==> src/rtl/fractal_sync_node.sv <==
// Fractal sync tree node: merges barrier requests from two children and either wakes
// them as the barrier root or forwards one merged request to the parent.
module fractal_sync_node #(
    parameter int unsigned AGGR_W  = 8,
    parameter int unsigned ID_W    = 8,
    parameter int unsigned TIMEOUT = 0,
    parameter int unsigned CNT_W   = 16
) (
    input  logic                  clk_i,
    input  logic                  rst_i,
    input  logic                  clear_i,
    input  logic [1:0]            c_sync_i,
    input  logic [2*AGGR_W-1:0]   c_aggr_i,
    input  logic [2*ID_W-1:0]     c_id_i,
    output logic [1:0]            c_wake_o,
    output logic [1:0]            c_error_o,
    output logic                  p_sync_o,
    output logic [AGGR_W-1:0]     p_aggr_o,
    output logic [ID_W-1:0]       p_id_o,
    input  logic                  p_wake_i,
    input  logic                  p_error_i
);

    typedef enum logic [2:0] {
        StIdle,
        StWaitPeer,
        StFwd,
        StWaitParent,
        StWake,
        StErr
    } state_e;

    localparam logic [CNT_W-1:0] TO_LIMIT = CNT_W'(TIMEOUT - 1);

    state_e             r_state;
    logic [CNT_W-1:0]   r_cnt;
    logic [1:0]         r_valid;
    logic [AGGR_W-1:0]  r_aggr0, r_aggr1;
    logic [ID_W-1:0]    r_id0, r_id1;
    logic [1:0]         r_wake, r_err;
    logic               r_psync;
    logic [AGGR_W-1:0]  r_paggr;
    logic [ID_W-1:0]    r_pid;

    logic               w_accept;
    logic [1:0]         w_cap, w_viol, w_valid_n;
    logic [AGGR_W-1:0]  w_aggr0, w_aggr1;
    logic [ID_W-1:0]    w_id0, w_id1;
    logic               w_match, w_root, w_timeout;
    logic [CNT_W-1:0]   w_cnt_inc;
    logic               w_go_wake, w_go_fwd, w_go_err, w_go_peer;

    // Child syncs in the WAKE/ERR cycle are dropped, neither captured nor flagged.
    assign w_accept  = (r_state != StWake) && (r_state != StErr);
    assign w_cap     = w_accept ? (c_sync_i & ~r_valid) : 2'b00;
    assign w_viol    = w_accept ? (c_sync_i & r_valid) : 2'b00;
    assign w_valid_n = r_valid | w_cap;

    assign w_aggr0 = w_cap[0] ? c_aggr_i[AGGR_W-1:0]        : r_aggr0;
    assign w_aggr1 = w_cap[1] ? c_aggr_i[2*AGGR_W-1:AGGR_W] : r_aggr1;
    assign w_id0   = w_cap[0] ? c_id_i[ID_W-1:0]            : r_id0;
    assign w_id1   = w_cap[1] ? c_id_i[2*ID_W-1:ID_W]       : r_id1;

    assign w_match   = (w_aggr0 == w_aggr1) && (w_id0 == w_id1) && (w_aggr0 != '0);
    assign w_root    = (w_aggr0 == AGGR_W'(1));
    assign w_cnt_inc = r_cnt + CNT_W'(1);
    assign w_timeout = (TIMEOUT != 0) && (w_cnt_inc >= TO_LIMIT);

    always_comb begin
        w_go_wake = 1'b0;
        w_go_fwd  = 1'b0;
        w_go_err  = 1'b0;
        w_go_peer = 1'b0;
        if (((r_state == StIdle) || (r_state == StWaitPeer)) && (w_valid_n == 2'b11)) begin
            if (!w_match) begin
                w_go_err = 1'b1;
            end else if (w_root) begin
                w_go_wake = 1'b1;
            end else begin
                w_go_fwd = 1'b1;
            end
        end else if ((r_state == StIdle) && (w_valid_n != 2'b00)) begin
            w_go_peer = 1'b1;
        end else if ((r_state == StWaitPeer) && w_timeout) begin
            w_go_err = 1'b1;
        end else if (r_state == StWaitParent) begin
            if (p_error_i) begin
                w_go_err = 1'b1;
            end else if (p_wake_i) begin
                w_go_wake = 1'b1;
            end
        end
    end

    always_ff @(posedge clk_i or posedge rst_i) begin
        if (rst_i) begin
            r_state <= StIdle;
            r_cnt   <= '0;
            r_valid <= 2'b00;
            r_aggr0 <= '0;
            r_aggr1 <= '0;
            r_id0   <= '0;
            r_id1   <= '0;
            r_wake  <= 2'b00;
            r_err   <= 2'b00;
            r_psync <= 1'b0;
            r_paggr <= '0;
            r_pid   <= '0;
        end else if (clear_i) begin
            r_state <= StIdle;
            r_cnt   <= '0;
            r_valid <= 2'b00;
            r_aggr0 <= '0;
            r_aggr1 <= '0;
            r_id0   <= '0;
            r_id1   <= '0;
            r_wake  <= 2'b00;
            r_err   <= 2'b00;
            r_psync <= 1'b0;
            r_paggr <= '0;
            r_pid   <= '0;
        end else begin
            r_aggr0 <= w_aggr0;
            r_aggr1 <= w_aggr1;
            r_id0   <= w_id0;
            r_id1   <= w_id1;
            r_valid <= w_accept ? w_valid_n : 2'b00;
            r_wake  <= w_go_wake ? 2'b11 : 2'b00;
            r_err   <= w_viol | (w_go_err ? w_valid_n : 2'b00);
            r_psync <= w_go_fwd;
            if (w_go_fwd) begin
                r_paggr <= w_aggr0 >> 1;
                r_pid   <= w_id0;
            end
            if (w_go_err) begin
                r_state <= StErr;
            end else if (w_go_wake) begin
                r_state <= StWake;
            end else if (w_go_fwd) begin
                r_state <= StFwd;
            end else if (w_go_peer) begin
                r_state <= StWaitPeer;
                r_cnt   <= '0;
            end else begin
                unique case (r_state)
                    StWaitPeer: r_cnt   <= w_cnt_inc;
                    StFwd:      r_state <= StWaitParent;
                    StWake:     r_state <= StIdle;
                    StErr:      r_state <= StIdle;
                    default:    r_state <= r_state;
                endcase
            end
        end
    end

    assign c_wake_o  = r_wake;
    assign c_error_o = r_err;
    assign p_sync_o  = r_psync;
    assign p_aggr_o  = r_paggr;
    assign p_id_o    = r_pid;

endmodule

==> config.mk <==
export PLATFORM = sky130hd
export DESIGN_NAME = fractal_sync_node
export DESIGN_NICKNAME = d
export VERILOG_FILES = /design/src/rtl/fractal_sync_node.sv
export SDC_FILE = /design/constraint.sdc
export NUM_CORES = 1
export LEC_CHECK = 0
export CAP_MARGIN = 40
export CORE_MARGIN = 3
export CORE_UTILIZATION = 53
export CTS_CLUSTER_SIZE = 8
export DETAILED_ROUTE_END_ITERATION = 8
export PLACE_DENSITY = 0.81
export SYNTH_ARGS = -nofsm -noshare
export SYNTH_HDL_FRONTEND = slang
export SYNTH_SLANG_ARGS = --single-unit
==> constraint.sdc <==
create_clock -name clk_i -period 3.25 [get_ports clk_i]
set_input_delay 0.4875 -clock clk_i [delete_from_list [all_inputs] [get_ports clk_i]]
set_output_delay 0.4875 -clock clk_i [all_outputs]
set_load 0.05 [all_outputs]
==> run summary <==
Cts repair resizes -> 0
Lkg Pwr -> 1.89 nW
VDD IR max -> 252 uV
Drt total wl -> 8.73 mm
Routed Antenna Nets -> 0
WL per Instance -> 18.1 um
Hold Fails Final Rpt -> 0
Clk_skew -> 8.45 ps
HPWL Detailed -> 6.22 mm
Placed inst area -> 4030 um2
Most frequent cells in the layout -> clkdlybuf4s50_1, dfrtp_1, buf_4
Core Box Area -> 5740 um2
Synthesized flop and latch total -> 56
Mapped cell area -> 3270 um2
Nets -> 449
Post-layout minimum cycle time -> 2970 ps
Syn Area/Cell -> 9.76 um2
Crit path launch type -> input port
Synth warn -> 0
TritonCTS buffer count -> 5
Crit-path cells -> clkdlybuf4s50_1, nor2b_2, buf_4, a21boi_1, o211a_1, nor4_2, nand4_2, nor4_4, buf_4, mux2_2
WP data arrival -> 3170 ps
Vias per inst -> 6.34
Max transition margin -> 0.503
H-tree Lvls -> 2
Setup slack after layout -> 282 ps
Crit end category -> flip-flop
Fin crit share -> 0.913
Post-cts hold buffer count -> 0
CP max-delay cell -> clkdlybuf4s50_1
Mapped Nets -> 374
Hold_ws -> 557 ps
RSZ-0062 raised after global routing -> no
Setup total negative slack -> 0 ps
Worst slew pin tran -> 738 ps
Ys async rst share -> 1.00
DRC Markers -> 0
Most common library cell in the layout ignoring fill and taps -> clkdlybuf4s50_1
Layout cells sized above 1 -> 0.173
Final Total Pwr -> 1.70 mW
Setup Buffers After CTS -> 0
Die height -> 84.6 um
# rows -> 27
Crit-path max FO -> 26
Mapped Cells -> 335
Largest net degree at the start of global routing -> 57
Status -> finished clean
GR Overflow Total -> 0
Max Slew Vio Count -> 0
Synth-to-Final Area Change -> 27.2%
Io pins -> 60
Design Area, Final -> 4160 um2
Most frequent cell on the critical path -> buf_4
Finished Layout Cells -> 483
Delay-heaviest family, CP -> buffers and inverters
TritonCTS clock tree -> yes
Power Density -> 409 nW/um2
Vias post-DR -> 3060
Critical path type -> in -> reg
CP bufs+invs -> 3
Later-pin clock latency in the skew report -> 310 ps
Count of input and output buffers -> 58
First-pass GRT wire length -> 14.9 mm
Post-layout util -> 0.724
Setup Viol. Count Final -> 0
Starting Density -> 0.569
Placement Setup Slack -> -17.5 ps
Min-delay worst type -> reg -> reg
Post-synth EDFFs -> 0
Netlist cell types -> 49
DR pass1 iterations -> 5
Root Driver -> clkbuf_8
Worst-path clk slew -> 100 ps
Die width -> 84.6 um
Prevailing post-synth register cell -> dfrtp_1
GRT Overall Usage -> 0.253
Fmax -> 0.337 GHz
RePlAce Congestion -> 0.902
Seq/Total Area, Yosys -> 0.428
Number of max-cap violations -> 0
Full die area -> 7150 um2
DR iter-0 viols -> 273
Vias in the first global route -> 3120
Critical Path RT -> 3450 ps
CTS Buffer Depth -> 2
Clock Sink Count -> 56
Initial antenna violation count -> 0
Dpl cells -> 475
Max incr delay on CP -> 510 ps
ANT cells -> 0
==> kinds of logic (layout without fill, tap and decap cells) <==
family	Yosys count	count (layout)	share of synthesized area
xor+xnor	3	3	0.00804
simple gates	138	138	0.244
other cells	1	1	0.00115
flops	56	56	0.428
mux	21	21	0.0803
compound gates	89	89	0.178
buf+inv	27	103	0.0604
==> layer usage <==
layer | vias up | wire length [um] | global-route usage
met5 | - | 0 | 0
met4 | 0 | 184 | 0.0734
met3 | 21 | 761 | 0.0451
met2 | 190 | 4170 | 0.412
met1 | 1452 | 3610 | 0.346
li1 | 1397 | - | -
==> worst register-to-register path: cells and delay by family (launching register included) <==
family	cells	cell delay (ps)
flip-flops	1	430
AND/OR/NAND/NOR	4	990
AO/OA/AOI/OAI	2	410
multiplexers	1	360
buffers and inverters	2	550
==> power breakdown <==
group	internal, mW	switching [mW]
clock	0.272	0.228
combinational	0.198	0.257
sequential	0.729	0.0191
==> flip-flops by register name, summed over array words and instances (netlist names) <==
| register | count |
|---|---|
| r_valid | 2 |
| c_error_o | 2 |
| p_id_o | 8 |
| r_aggr1 | 8 |
| r_id0 | 8 |
| p_sync_o | 1 |
| c_wake_o | 1 |
| r_state | 3 |
| r_id1 | 8 |
| p_aggr_o | 7 |
| r_aggr0 | 8 |
==> cell type report <==
cell class / instances / area [um2]
multi-input combinational: 252 / 1670
fill: 430 / 1580
sequential: 56 / 1400
timing repair buffer: 93 / 863
clock buffer: 7 / 96.3
tap: 72 / 90.1
clock inverter: 1 / 30.0
inverter: 2 / 7.51
==> cells in the mapped netlist (2+ instances only) <==
library cell,instances,area [um2]
buf_2,5,25.0
clkbuf_1,4,15.0
buf_1,2,7.51
o22ai_1,3,18.8
mux2_4,9,135
nor4_1,11,68.8
dfrtp_1,56,1400
o21ai_0,12,60.1
a21boi_0,3,22.5
nand4_2,2,25.0
o211a_1,5,50.1
and2b_1,2,15.0
nand4_1,3,18.8
buf_4,5,37.5
inv_1,2,7.51
a211oi_1,5,37.5
xnor2_1,3,26.3
buf_6,8,90.1
nand2_1,14,52.6
a21oi_1,25,125
nor2b_1,17,106
a221oi_1,16,140
mux2_2,6,67.6
o21ai_1,11,55.1
nand3_1,25,125
and3_1,20,125
nor2_1,24,90.1
nor4_2,3,37.5
nor3_1,7,35.0
a21boi_1,3,22.5
mux2i_1,6,60.1
==> path summary, 6_finish.rpt <==
check | start | endpoint | slack [ps] | depth (start not counted)
min in group asynchronous | rst_i | p_aggr_o[3] | 680 | 3
max in group asynchronous | rst_i | r_valid[1] | 2090 | 3
max reg2reg | r_state[1] | p_id_o[5] | 400 | 9
max | c_sync_i[0] | p_id_o[5] | 280 | 10
min | r_id1[4] | r_id1[4] | 560 | 2
min reg2reg | r_id1[4] | r_id1[4] | 560 | 2
No activity file was read; power rests on OpenSTA's default activity.
